==> src/rtl/alu_rom_seq_if.sv <==
`default_nettype none
// ============================================================================
// Module      : alu_rom_seq_if
// Description : Request, operand, ROM and flag-write bundle for alu_rom_seq.
// Revision    : 1.0 - initial release
// ============================================================================
interface alu_rom_seq_if;
    logic        req;
    logic [2:0]  op_in;
    logic [15:0] a_in;
    logic [15:0] b_in;
    logic        busy;
    logic        ack;
    logic [2:0]  op;
    logic [15:0] a;
    logic [15:0] b;
    logic        fl;
    logic        fv;
    logic [15:0] result;
    logic [15:0] rom_y;
    logic        flout_rom;
    logic        nsetl_rom;
    logic        fvout_rom;
    logic        nsetv_rom;
    logic        nromoe;
    logic        l_wr;
    logic        l_din;
    logic        v_wr;
    logic        v_din;

    modport slave (
        input  req, op_in, a_in, b_in,
        input  rom_y, flout_rom, nsetl_rom, fvout_rom, nsetv_rom,
        input  l_wr, l_din, v_wr, v_din,
        output busy, ack, op, a, b, fl, fv, result, nromoe
    );

    modport master (
        output req, op_in, a_in, b_in,
        output rom_y, flout_rom, nsetl_rom, fvout_rom, nsetv_rom,
        output l_wr, l_din, v_wr, v_din,
        input  busy, ack, op, a, b, fl, fv, result, nromoe
    );
endinterface
`default_nettype wire

==> src/rtl/alu_rom_seq.sv <==
`default_nettype none
// ============================================================================
// Module      : alu_rom_seq
// Description : Sequences one operation through an asynchronous ALU ROM:
//               holds operands stable, captures result/flags, drives IBus.
// Revision    : 1.0 - initial release
// ============================================================================
module alu_rom_seq #(
    parameter int SETTLE = 2,
    parameter int DRIVE  = 1
) (
    input  wire logic         clk,
    input  wire logic         nreset,
    alu_rom_seq_if.slave      bus
);
    localparam logic [3:0] c_settle_load = 4'(SETTLE - 1);
    localparam logic [3:0] c_drive_load  = 4'(DRIVE - 1);

    typedef enum logic [2:0] {
        ST_IDLE    = 3'd0,
        ST_SETUP   = 3'd1,
        ST_SETTLE  = 3'd2,
        ST_CAPTURE = 3'd3,
        ST_DRIVE   = 3'd4
    } state_t;

    state_t      r_state;
    state_t      w_state_next;
    logic [3:0]  r_settle_cnt;
    logic [3:0]  r_drive_cnt;
    logic [2:0]  r_op;
    logic [15:0] r_a;
    logic [15:0] r_b;
    logic [15:0] r_result;
    logic        r_fl;
    logic        r_fv;
    logic        w_ack;
    logic        w_nromoe;
    logic        w_ext_wr_ok;

    always_ff @(posedge clk) begin
        if (!nreset) begin
            r_state <= ST_IDLE;
        end else begin
            r_state <= w_state_next;
        end
    end

    always_comb begin
        w_state_next = r_state;
        w_ack        = 1'b0;
        w_nromoe     = 1'b1;
        case (r_state)
            ST_IDLE: begin
                if (bus.req) begin
                    w_state_next = ST_SETUP;
                end
            end
            ST_SETUP: begin
                w_state_next = ST_SETTLE;
            end
            ST_SETTLE: begin
                if (r_settle_cnt == 4'd0) begin
                    w_state_next = ST_CAPTURE;
                end
            end
            ST_CAPTURE: begin
                w_state_next = ST_DRIVE;
            end
            ST_DRIVE: begin
                w_nromoe = 1'b0;
                if (r_drive_cnt == 4'd0) begin
                    w_ack        = 1'b1;
                    w_state_next = ST_IDLE;
                end
            end
            default: begin
                w_state_next = ST_IDLE;
            end
        endcase
    end

    // External flag writes are blocked while the ROM carry-in must hold still.
    assign w_ext_wr_ok = (r_state == ST_IDLE) || (r_state == ST_DRIVE);

    always_ff @(posedge clk) begin
        if (!nreset) begin
            r_settle_cnt <= 4'd0;
            r_drive_cnt  <= 4'd0;
            r_op         <= 3'd0;
            r_a          <= 16'd0;
            r_b          <= 16'd0;
            r_result     <= 16'd0;
            r_fl         <= 1'b0;
            r_fv         <= 1'b0;
        end else begin
            case (r_state)
                ST_IDLE: begin
                    if (bus.req) begin
                        r_op <= bus.op_in;
                        r_a  <= bus.a_in;
                        r_b  <= bus.b_in;
                    end
                end
                ST_SETUP: begin
                    r_settle_cnt <= c_settle_load;
                end
                ST_SETTLE: begin
                    if (r_settle_cnt != 4'd0) begin
                        r_settle_cnt <= r_settle_cnt - 4'd1;
                    end
                end
                ST_CAPTURE: begin
                    r_result    <= bus.rom_y;
                    r_drive_cnt <= c_drive_load;
                    if (!bus.nsetl_rom) begin
                        r_fl <= bus.flout_rom;
                    end
                    if (!bus.nsetv_rom) begin
                        r_fv <= bus.fvout_rom;
                    end
                end
                ST_DRIVE: begin
                    if (r_drive_cnt != 4'd0) begin
                        r_drive_cnt <= r_drive_cnt - 4'd1;
                    end
                end
                default: begin
                    r_settle_cnt <= 4'd0;
                end
            endcase
            if (w_ext_wr_ok && bus.l_wr) begin
                r_fl <= bus.l_din;
            end
            if (w_ext_wr_ok && bus.v_wr) begin
                r_fv <= bus.v_din;
            end
        end
    end

    assign bus.busy   = (r_state != ST_IDLE);
    assign bus.ack    = w_ack;
    assign bus.nromoe = w_nromoe;
    assign bus.op     = r_op;
    assign bus.a      = r_a;
    assign bus.b      = r_b;
    assign bus.fl     = r_fl;
    assign bus.fv     = r_fv;
    assign bus.result = r_result;
endmodule
`default_nettype wire
==> src/flat_wrapper.sv <==
// flat-port wrapper written by rule: the top's interface ports become plain ports
module alu_rom_seq_flat 
#(
    parameter int SETTLE = 2,
    parameter int DRIVE  = 1
)
  (clk, nreset, bus_req, bus_op_in, bus_a_in, bus_b_in, bus_rom_y, bus_flout_rom, bus_nsetl_rom, bus_fvout_rom, bus_nsetv_rom, bus_l_wr, bus_l_din, bus_v_wr, bus_v_din, bus_busy, bus_ack, bus_op, bus_a, bus_b, bus_fl, bus_fv, bus_result, bus_nromoe);
  alu_rom_seq_if bus_i ();
  input  wire logic clk;
  input  wire logic nreset;
  input wire logic [$bits(bus_i.req)-1:0] bus_req;
  input wire logic [$bits(bus_i.op_in)-1:0] bus_op_in;
  input wire logic [$bits(bus_i.a_in)-1:0] bus_a_in;
  input wire logic [$bits(bus_i.b_in)-1:0] bus_b_in;
  input wire logic [$bits(bus_i.rom_y)-1:0] bus_rom_y;
  input wire logic [$bits(bus_i.flout_rom)-1:0] bus_flout_rom;
  input wire logic [$bits(bus_i.nsetl_rom)-1:0] bus_nsetl_rom;
  input wire logic [$bits(bus_i.fvout_rom)-1:0] bus_fvout_rom;
  input wire logic [$bits(bus_i.nsetv_rom)-1:0] bus_nsetv_rom;
  input wire logic [$bits(bus_i.l_wr)-1:0] bus_l_wr;
  input wire logic [$bits(bus_i.l_din)-1:0] bus_l_din;
  input wire logic [$bits(bus_i.v_wr)-1:0] bus_v_wr;
  input wire logic [$bits(bus_i.v_din)-1:0] bus_v_din;
  output wire logic [$bits(bus_i.busy)-1:0] bus_busy;
  output wire logic [$bits(bus_i.ack)-1:0] bus_ack;
  output wire logic [$bits(bus_i.op)-1:0] bus_op;
  output wire logic [$bits(bus_i.a)-1:0] bus_a;
  output wire logic [$bits(bus_i.b)-1:0] bus_b;
  output wire logic [$bits(bus_i.fl)-1:0] bus_fl;
  output wire logic [$bits(bus_i.fv)-1:0] bus_fv;
  output wire logic [$bits(bus_i.result)-1:0] bus_result;
  output wire logic [$bits(bus_i.nromoe)-1:0] bus_nromoe;
  assign bus_i.req = bus_req;
  assign bus_i.op_in = bus_op_in;
  assign bus_i.a_in = bus_a_in;
  assign bus_i.b_in = bus_b_in;
  assign bus_i.rom_y = bus_rom_y;
  assign bus_i.flout_rom = bus_flout_rom;
  assign bus_i.nsetl_rom = bus_nsetl_rom;
  assign bus_i.fvout_rom = bus_fvout_rom;
  assign bus_i.nsetv_rom = bus_nsetv_rom;
  assign bus_i.l_wr = bus_l_wr;
  assign bus_i.l_din = bus_l_din;
  assign bus_i.v_wr = bus_v_wr;
  assign bus_i.v_din = bus_v_din;
  assign bus_busy = bus_i.busy;
  assign bus_ack = bus_i.ack;
  assign bus_op = bus_i.op;
  assign bus_a = bus_i.a;
  assign bus_b = bus_i.b;
  assign bus_fl = bus_i.fl;
  assign bus_fv = bus_i.fv;
  assign bus_result = bus_i.result;
  assign bus_nromoe = bus_i.nromoe;
  alu_rom_seq #(.SETTLE(SETTLE), .DRIVE(DRIVE)) u_core (.clk(clk), .nreset(nreset), .bus(bus_i));
endmodule
==> config.mk <==
export PLATFORM = sky130hd
export DESIGN_NAME = alu_rom_seq_flat
export DESIGN_NICKNAME = d
export VERILOG_FILES = /design/src/rtl/alu_rom_seq_if.sv /design/src/rtl/alu_rom_seq.sv /design/src/flat_wrapper.sv
export SDC_FILE = /design/constraint.sdc
export NUM_CORES = 1
export LEC_CHECK = 0
export CAP_MARGIN = 20
export CORE_ASPECT_RATIO = 0.5
export CORE_MARGIN = 1.5
export CORE_UTILIZATION = 40
export CTS_BUF_LIST = sky130_fd_sc_hd__clkbuf_16
export DETAILED_ROUTE_END_ITERATION = 10
export PLACE_DENSITY = 0.78
export SLEW_MARGIN = 15
export SYNTH_ARGS = -nofsm -noshare
export SYNTH_HDL_FRONTEND = slang
export SYNTH_SLANG_ARGS = --single-unit
export TNS_END_PERCENT = 5
==> constraint.sdc <==
create_clock -name clk -period 4.45 [get_ports clk]
set_input_delay 0.89 -clock clk [delete_from_list [all_inputs] [get_ports clk]]
set_output_delay 0.89 -clock clk [all_outputs]
set_load 0.02 [all_outputs]
---- After elaboration in Yosys (flattened, before gate mapping) ----
Cells that the tools add are included.
W data, S select, Z words.
storage, ports and cells
  bits in registers ....................... 64
  bits in latches ......................... 0
  bits in writable memories ............... 0
  bits in read-only memories .............. 0
  output and inout bits ................... 56
  memories kept ........................... 0
operators by class
  $add $sub $neg .......................... 2
  $mul .................................... 0
  divide/modulo/power cells ............... 0
  order comparisons ....................... 0
  eq/ne operators ......................... 11
  shift operators ......................... 0
  multiplexer cells ....................... 17
  bitwise operators ....................... 1
  reductions and logical operators ........ 19
operators with widths
  kind                   count
  $pmux W3 S5            1
  $pmux W4 S3            1
  $ne A2 B1 Y1 const B   5
  $reduce_and A2 Y1      5
  $mux W1                9
  $mux W3                3
  $logic_not A4 Y1       2
  $mux W4                2
  $pmux W4 S2            1
  $reduce_bool A4 Y1     2
  $sub A4 B1 Y4 const B  2
  $eq A3 B2 Y1 const B   2
  $reduce_bool A2 Y1     3
  $ne A2 B2 Y1 const B   2
  $eq A3 B1 Y1 const B   1
  $eq A3 B3 Y1 const B   1
  $logic_not A3 Y1       1
  $reduce_and A3 Y1      1
  $reduce_bool A3 Y1     1
  $reduce_or A3 Y1       1
  $logic_and A1 B1 Y1    2
  $logic_or A1 B1 Y1     1
  $not A1 Y1             1

---- Depth between registers and ports, before layout ----
Gate-level depths: netlist of run 1.
  depth after elaboration ................. 5
  gate-level depth with buffers ........... 6

---- Least setup slack after synthesis of run 1 ----
No wires, ideal clock.
  path type ............................... flip-flop to output port
  start ................................... register u_core.r_state[0]
  end ..................................... output port bus_ack
  data arrival time ....................... 1.543 ns
  required time ........................... 3.560 ns
  slack ................................... 2.017 ns
  cell stages (with the launch flop) ...... 4
  cells stage by stage .................... dfxtp_1 or3b_1 buf_2 nor4_1
between the ends
  longest elaborated chain between the ends .. 2
RTL lines
  item                    line                RTL
  start, declared         alu_rom_seq.sv:27   state_t r_state;
  start signal, assigned  alu_rom_seq.sv:45   r_state <= w_state_next;
  $eq A3 B3 Y1            alu_rom_seq.sv:53   case (r_state)
  $mux W1                 alu_rom_seq.sv:53
  end, declared           flat_wrapper.sv:25  output wire logic [$bits(bus_i.ack)-1:0] bus_ack;
Every way passes these cells.

---- Worst setup path in the final report of run 1 ----
  start ................................... register u_core.r_state[2]
  end ..................................... output port bus_ack
The elaborated chain is that of the path after synthesis.

==> flow_metrics.env, run 1 <==
export IMPL_drv_cap=0
export IMPL_regToRegStartpoint="u_core.r_state[1]"
export IMPL_routed_via_density=4.98
export IMPL_htree_levels=3
export IMPL_synth_seq_area_share_pct=50.0
export IMPL_yosysWarnings=0
export IMPL_period_minus_slack_ps=3180
export IMPL_cp_arrival_ps=2290
export IMPL_status="completed"
export IMPL_synth_distinct_cells=39
export IMPL_post_cts_buffers=0
export IMPL_whs_path_depth=2
export IMPL_drc=0
export IMPL_use_met2_pct=36.7
export IMPL_cts_tree="built"
export IMPL_slew_viol_final=0
export IMPL_crit_start="u_core.r_state[2]"
export IMPL_cts_resized=0
export IMPL_tightest_slew_ps=880
export IMPL_grt_busiest_layer="met2"
export IMPL_area_growth_pct=58.2
export IMPL_hold_buffers=0
export IMPL_p_leak_nw=1.47
export IMPL_fill_cells=519
export IMPL_ant_nets=0
export IMPL_p_sw_uw=414
export IMPL_grt_use_total_pct=19.8
export IMPL_die_w_um=116
export IMPL_p_int_mw=1.19
export IMPL_worstRegToRegCells=3
export IMPL_pwr_share_comb_pct=18.9
export IMPL_synth_nets=384
export IMPL_grt_pass1_wl_um=10700
export IMPL_synth_area_leaders="dfxtp_1 50%, nand2_1 16%, a21oi_1 9.6%"
export IMPL_hpwlAfterDp_um=4870
export IMPL_critical_path_class="reg2out"
export IMPL_layout_common_cells="117 x clkdlybuf4s50_1, 109 x nand2_1, 64 x dfxtp_1, 49 x a21oi_1, 12 x inv_1"
export IMPL_syn_area_um2=2560
export IMPL_hp_start="u_core.bus.b[9]"
export IMPL_fp_dieArea_um2=6920
export IMPL_hold_class="reg2reg"
export IMPL_drt_pass1_iterations=4
export IMPL_ioPinCount=118
export IMPL_fmax_mhz=315
export IMPL_gp_congestion=0.831
export IMPL_io_buffers=117
export IMPL_worst_slack_ps=1270
export IMPL_path_max_fanout=12
export IMPL_clock_path_buffers=2
export IMPL_wl_per_cell_um=13.3
export IMPL_grt_pass1_vias=2451
export IMPL_clock_latency_ps=320
export IMPL_drtIter0Drc=116
export IMPL_slew_headroom_pct=41.1
export IMPL_synth_edf_count=0
export IMPL_ys_flop_type="dfxtp_1"
export IMPL_ys_ff_latch=64
export IMPL_power_frac_seq_pct=40.3
export IMPL_die_h_um=59.6
export IMPL_core_um2=6130
export IMPL_crit_required_ps=3560
export IMPL_fin_skew_ps=4.54
export IMPL_num_rows=20
export IMPL_fin_setup_tns_ps=0
export IMPL_place_ws_ps=1550
export IMPL_startpoint_type="flip-flop"
export IMPL_setup_viol=0
export IMPL_layout_commonest_cell="clkdlybuf4s50_1"
export IMPL_post_route_period_util_pct=71.4
export IMPL_rsz0062_at_grt="no"
export IMPL_totalWireLength_um=6940
export IMPL_diodes=0
export IMPL_yosys_area_top_type="dfxtp_1"
export IMPL_clock_sinks=64
export IMPL_overflow=0
export IMPL_final_hold_viol_count=0
export IMPL_synth_async_reset_ratio_pct=0
export IMPL_drive_gt1_share_pct=4.16
export IMPL_antenna_found_initial=0
export IMPL_hold_ws_ps=452
export IMPL_cts_buffers_inserted=9
export IMPL_grt_use_met1_pct=21.3
export IMPL_grt_use_met3_pct=6.13
export IMPL_vias=2595
export IMPL_crit_path_end_kind="primary output"
export IMPL_synth_top_area_share_pct=50.0
export IMPL_clockRootBuffer="clkbuf_16"
export IMPL_initial_core_util_pct=41.8
export IMPL_clk_pin_slew_ps=50
export IMPL_synth_avg_cell_area_um2=8.00
export IMPL_grt_max_degree=36
export IMPL_syn_inst=320
export IMPL_switching_share_pct=25.8
export IMPL_power_density_nw_per_um2=395
export IMPL_ir_drop_mv=0.186
export IMPL_clockPowerShare_pct=40.8
export IMPL_fin_nets=492
[state kept, by name (all words and copies together), names as in the netlist]
| register | flops |
|---|---|
| u_core.r_settle_cnt | 4 |
| u_core.r_state | 3 |
| u_core.r_drive_cnt | 4 |
| u_core.bus.op | 3 |
| u_core.bus.b | 16 |
| u_core.bus.fv | 1 |
| u_core.bus.fl | 1 |
| u_core.bus.a | 16 |
| u_core.bus.result | 16 |
[layout make-up]
class / count / area (µm²) / area share [%]
clock buffer: 9 / 225 / 5.56
clock inverter: 7 / 55.1 / 1.36
inverter: 10 / 37.5 / 0.926
multi-input combinational: 224 / 1160 / 28.6
sequential: 64 / 1280 / 31.6
tap: 88 / 110 / 2.72
timing repair buffer: 119 / 1190 / 29.3
[cell usage after synthesis (4+ instances only)]
master,instances
inv_1,10
a31oi_1,5
a21boi_0,7
nand2_1,109
dfxtp_1,64
buf_2,9
o21ai_0,7
a21oi_1,49
clkbuf_1,12
o211ai_1,4
nor2b_1,4
[final timing paths]
path                endpoint  slack [ps]
max reg2reg    u_core.bus.fl        2300
min          u_core.bus.b[9]         450
max                  bus_ack        1270
min reg2reg  u_core.bus.b[9]         450
[per-layer routing]
metal / share of wire (%) / routed length (µm)
met4: 1.7 / 115
met2: 51 / 3510
met1: 43 / 2970
met3: 5.1 / 353
met5: 0 / 0
[power groups by stage]
| stage | Sequential, mW | Clock [mW] | Combinational, mW |
|---|---|---|---|
| floorplan | 0.683 | 0 | 0.127 |
| global placement | 0.654 | 0 | 0.297 |
| detailed placement | 0.656 | 0 | 0.302 |
| CTS | 0.645 | 0.665 | 0.304 |
| global route | 0.651 | 0.692 | 0.329 |
| finish | 0.646 | 0.654 | 0.303 |
[through the flow]
stage          total power, mW  area, µm²  cells  utilization, %
4_1_cts                   1.61       4050    521            66.1
5_1_grt                   1.67       4050    521            66.1
3_5_place_dp             0.958       3770    505            61.5
6_report                  1.60       4050    521            66.1
2_1_floorplan            0.810       2560    320               -
3_3_place_gp             0.950       3770    505            61.5
[kinds of logic after synthesis]
logic type / share of synthesized area (%)
and+or+nand+nor: 25.4
AOI/OAI and AO/OA: 18.1
DFF: 50.0
buffers and inverters: 5.13
adders and majority gates: 0.977
muxes: 0.391
[worst max-delay path: stages (launching register included)]
cell	delay [ps]
dfxtp_1	570
or3b_1	530
nor4_1	210
clkdlybuf4s50_1	650
Note: power is estimated with default switching activity, not from simulation.
==> run 2: changes to the inputs <==
- CORE_UTILIZATION: 40 -> 37
- PLACE_DENSITY: 0.78 -> 0.76
- clock period: 4.45 -> 2.69 ns (I/O delays scaled with it)
==> run 2 against run 1 <==
  * Register-to-register slack got worse by 1400 ps
  * Via count fell by 2.7%
  * Global-route usage down 1.8 points
  * Highest routed layer unchanged
==> flow_metrics.env, run 2 (synthesis gave the netlist of run 1 again) <==
export IMPL_status="completed"
export IMPL_rsz0062_at_grt="no"
export IMPL_setup_viol=0
export IMPL_antenna_found_initial=0
export IMPL_holdPathEnd="u_core.bus.op[0]"
export IMPL_ir_drop_mv=0.327
export IMPL_diodes=0
export IMPL_htree_levels=3
export IMPL_hp_start="u_core.bus.op[0]"
export IMPL_crit_required_ps=2150
export IMPL_drive_gt1_share_pct=5.01
export IMPL_gp_congestion=0.827
export IMPL_clk_pin_slew_ps=50
export IMPL_ioPinCount=118
export IMPL_die_h_um=61.8
export IMPL_cts_buffers_inserted=9
export IMPL_worstRegToRegCells=5
export IMPL_grt_use_total_pct=18.0
export IMPL_tightest_slew_ps=735
export IMPL_io_buffers=117
export IMPL_grt_pass1_vias=2096
export IMPL_cts_resized=0
export IMPL_fill_cells=604
export IMPL_r2r_end="u_core.r_settle_cnt[1]"
export IMPL_clock_sinks=64
export IMPL_startpoint_type="flip-flop"
export IMPL_hold_ws_ps=448
export IMPL_clock_latency_ps=320
export IMPL_cts_tree="built"
export IMPL_drc=0
export IMPL_grt_pass1_wl_um=10300
export IMPL_crit_start="u_core.r_state[0]"
export IMPL_layout_common_cells="117 x clkdlybuf4s50_1, 109 x nand2_1, 64 x dfxtp_1, 49 x a21oi_1, 14 x inv_1"
export IMPL_drtIter0Drc=102
export IMPL_core_um2=6700
export IMPL_regToRegStartpoint="u_core.r_settle_cnt[0]"
export IMPL_overflow=0
export IMPL_fp_dieArea_um2=7460
export IMPL_worst_path_largest_cell_delay_ps=670
export IMPL_multi_input_area_um2=1160
export IMPL_crit_path_end_kind="primary output"
export IMPL_path_max_fanout=2
export IMPL_final_hold_viol_count=0
export IMPL_crit_buf_inv=1
export IMPL_drv_cap=0
export IMPL_die_w_um=121
export IMPL_grt_max_degree=45
export IMPL_crit_chain="or3b_1 > nor4_1 > clkdlybuf4s50_1"
export IMPL_power_density_nw_per_um2=623
export IMPL_layout_commonest_cell="clkdlybuf4s50_1"
export IMPL_fin_skew_ps=3.79
export IMPL_post_cts_buffers=0
export IMPL_whs_path_depth=2
export IMPL_post_route_period_util_pct=90.0
export IMPL_fin_area_um2=4080
export IMPL_fin_setup_tns_ps=0
export IMPL_area_growth_pct=59.2
export IMPL_slew_headroom_pct=51.0
export IMPL_hold_class="reg2reg"
export IMPL_ant_nets=0
export IMPL_register_area_um2=1280
export IMPL_p_leak_nw=1.49
export IMPL_slew_viol_final=0
export IMPL_num_rows=21
export IMPL_cp_top_family="buffers and inverters"
export IMPL_clock_path_buffers=2
export IMPL_fin_total_pwr_mw=2.54
export IMPL_fmax_mhz=413
export IMPL_critical_path_class="reg2out"
export IMPL_initial_core_util_pct=38.2
export IMPL_period_minus_slack_ps=2420
export IMPL_clockRootBuffer="clkbuf_16"
export IMPL_totalWireLength_um=6600
export IMPL_fin_nets=499
export IMPL_cp_arrival_ps=1880
export IMPL_slowest_stage="clkdlybuf4s50_1"
export IMPL_fin_util_pct=60.9
export IMPL_vias=2526
export IMPL_hold_buffers=0
export IMPL_hpwlAfterDp_um=4440
export IMPL_place_area_um2=3830
export IMPL_drt_pass1_iterations=4
export IMPL_reg2reg_setup_slack_ps=900
export IMPL_routed_via_density=4.76
export IMPL_wl_per_cell_um=12.4
run 2: changes by cell type in the layout (fill, tap and decap cells not counted), sizes merged:
cell / previous run / this run
bufinv: 1 / 0
buf: 2 / 9
inv: 12 / 14
clkinv: 4 / 2
run 2: per-layer routing:
metal  part of all wire, %  global-route usage (%)  wire, µm
met5                     0                       0         0
met4                  0.67                    5.55        44
met3                   4.2                    7.39       278
met2                    49                    29.7      3220
met1                    46                    22.3      3050
run 2: metrics by stage:
stage	instances	setup slack, ps
finish	531	268
floorplan	320	609
detailed placement	516	466
global route	531	137
CTS	531	246
global placement	516	495
run 2: worst max path at each step:
stage,endpoint,depth (start not counted),slack [ps]
finish,bus_ack,3,270
floorplan,bus_ack,3,610
global placement,u_core.bus.b[2],5,500
global route,bus_ack,3,140
CTS,bus_ack,3,250
detailed placement,u_core.bus.a[8],5,470
run 2: layout make-up:
class / instances / area share [%]
repair buffers: 126 / 30.4
well taps: 92 / 2.82
flip-flops and latches: 64 / 31.4
inverters: 10 / 0.921
clock buffers: 9 / 5.52
clock inverters: 6 / 0.552
multi-input cells: 224 / 28.4
run 2: worst reg2reg max path, delay by kind of cell, from the launching register on:
family,cells,cell delay (ps)
AO/OA/AOI/OAI,1,190
AND/OR/NAND/NOR,2,830
flip-flops,1,380
adder cells (fa/ha/maj),1,240
buffers and inverters,1,80
run 2: where the power goes:
| part | leakage, nW | total [mW] | internal (mW) | switching, mW |
|---|---|---|---|---|
| Clock | 0.135 | 0.969 | 0.596 | 0.373 |
| Sequential | 0.522 | 1.05 | 1.01 | 0.0368 |
| Combinational | 0.835 | 0.522 | 0.261 | 0.261 |
| Total | 1.49 | 2.54 | 1.87 | 0.670 |
==> run 3: changes to the inputs <==
- CORE_ASPECT_RATIO: 0.5 -> not set
==> run 3 against run 2 <==
  * Non-clock buffer count unchanged
  * Sequential cell count unchanged
  * Utilization up 0.10 points
  * Largest cell class unchanged
  * Global-route usage up 0.49 points
==> flow_metrics.env, run 3 (synthesis gave the netlist of run 1 again) <==
export IMPL_critical_path_class="reg2out"
export IMPL_fin_setup_tns_ps=0
export IMPL_startpoint_type="flip-flop"
export IMPL_cts_buffers_inserted=9
export IMPL_overflow=0
export IMPL_hold_buffers=0
export IMPL_routed_top_layer="met4"
export IMPL_core_um2=6760
export IMPL_crit_path_end_kind="primary output"
export IMPL_htree_levels=3
export IMPL_ant_nets=0
export IMPL_clock_latency_ps=320
export IMPL_multi_input_area_um2=1160
export IMPL_grt_pass1_wl_um=10900
export IMPL_diodes=0
export IMPL_cp_arrival_ps=1750
export IMPL_drive_gt1_share_pct=5.69
export IMPL_slew_viol_final=0
export IMPL_ir_drop_mv=0.443
export IMPL_drtIter0Drc=58
export IMPL_wl_per_cell_um=13.0
export IMPL_status="completed"
export IMPL_final_hold_viol_count=0
export IMPL_die_w_um=86.2
export IMPL_period_minus_slack_ps=2290
export IMPL_slew_headroom_pct=51.3
export IMPL_initial_core_util_pct=37.9
export IMPL_fp_dieArea_um2=7430
export IMPL_wl_met2_um=3460
export IMPL_crit_required_ps=2150
export IMPL_grt_max_degree=36
export IMPL_path_max_fanout=11
export IMPL_fill_cells=596
export IMPL_hold_class="reg2reg"
export IMPL_rsz0062_at_grt="no"
export IMPL_drt_pass1_iterations=4
export IMPL_layout_common_cells="116 x clkdlybuf4s50_1, 109 x nand2_1, 64 x dfxtp_1, 49 x a21oi_1, 11 x inv_1"
export IMPL_power_density_nw_per_um2=668
export IMPL_clock_path_buffers=2
export IMPL_clock_sinks=64
export IMPL_vias=2609
export IMPL_wl_met1_um=2860
export IMPL_fin_nets=499
export IMPL_antenna_found_initial=0
export IMPL_hold_ws_ps=449
export IMPL_tightest_slew_ps=730
export IMPL_fin_skew_ps=5.04
export IMPL_post_route_period_util_pct=85.0
export IMPL_crit_start="u_core.r_state[0]"
export IMPL_cts_tree="built"
export IMPL_regToRegStartpoint="u_core.r_settle_cnt[0]"
export IMPL_clk_pin_slew_ps=50
export IMPL_num_rows=30
export IMPL_grt_pass1_vias=2419
export IMPL_gp_congestion=0.810
export IMPL_die_h_um=86.2
export IMPL_hpwlAfterDp_um=4570
export IMPL_ioPinCount=118
export IMPL_layout_commonest_cell="clkdlybuf4s50_1"
export IMPL_p_leak_nw=1.53
export IMPL_totalWireLength_um=6770
export IMPL_grt_use_total_pct=18.5
export IMPL_register_area_um2=1280
export IMPL_fmax_mhz=438
export IMPL_wl_met3_um=379
export IMPL_area_growth_pct=60.8
export IMPL_hp_start="u_core.bus.a[8]"
export IMPL_clockRootBuffer="clkbuf_16"
export IMPL_io_buffers=117
export IMPL_setup_viol=0
export IMPL_routed_via_density=5.03
export IMPL_drc=0
export IMPL_drv_cap=0
run 3: cell types whose count changed in the layout (fill, tap and decap cells not counted), sizes merged:
cell           change
clkinv             +1
clkdlybuf4s50      -1
bufinv             +2
inv                -3
dlymetal6s2s       +1
run 3: area by class of cell:
type                       instances  area share, %
clock buffer                       9           5.47
clock inverter                     6           1.85
multi-input combinational        224           28.1
tap                               80           2.43
sequential                        64           31.1
inverter                          10          0.911
timing repair buffer             126           30.1
run 3: power by group:
group,leakage (nW),total (mW),switching [mW],internal [mW]
sequential,0.522,1.05,0.0369,1.01
clock,0.152,1.17,0.381,0.793
combinational,0.854,0.527,0.265,0.262
run 3: critical path: stages, from the launching register on:
cell	delay [ps]
dfxtp_1	310
or3b_1	510
clkdlybuf4s50_1	610
run 3: what timing repair did:
item / 4_1_cts / 5_1_grt
buffers inserted: 0 / 0
hold endpoints to repair: 0 / 0
setup endpoints to repair: 0 / 1
gates resized for setup: 0 / 1
run 3: path summary, 6_finish.rpt:
check | end | slack [ps] | cells past startpoint
setup / recovery | bus_nromoe | 400 | 2
hold reg to reg | u_core.bus.a[8] | 450 | 2
setup reg to reg | u_core.r_settle_cnt[1] | 880 | 5
hold / removal | u_core.bus.a[8] | 450 | 2
run 3: stage by stage:
step	area, µm²	worst slack (ps)	util (%)	std cells	power [mW]
2_1_floorplan	2560	609	-	320	1.34
3_3_place_gp	3810	496	56.5	504	1.59
3_5_place_dp	3810	477	56.5	504	1.60
4_1_cts	4120	115	60.9	519	2.78
5_1_grt	4120	334	61.0	519	2.88
6_report	4120	404	61.0	519	2.75
run 3: routing by layer:
layer | vias to the layer above | GRT usage (%)
met3 | 11 | 5.05
met2 | 86 | 32.0
met4 | 0 | 6.89
met5 | - | 0
met1 | 1206 | 22.1
li1 | 1306 | -
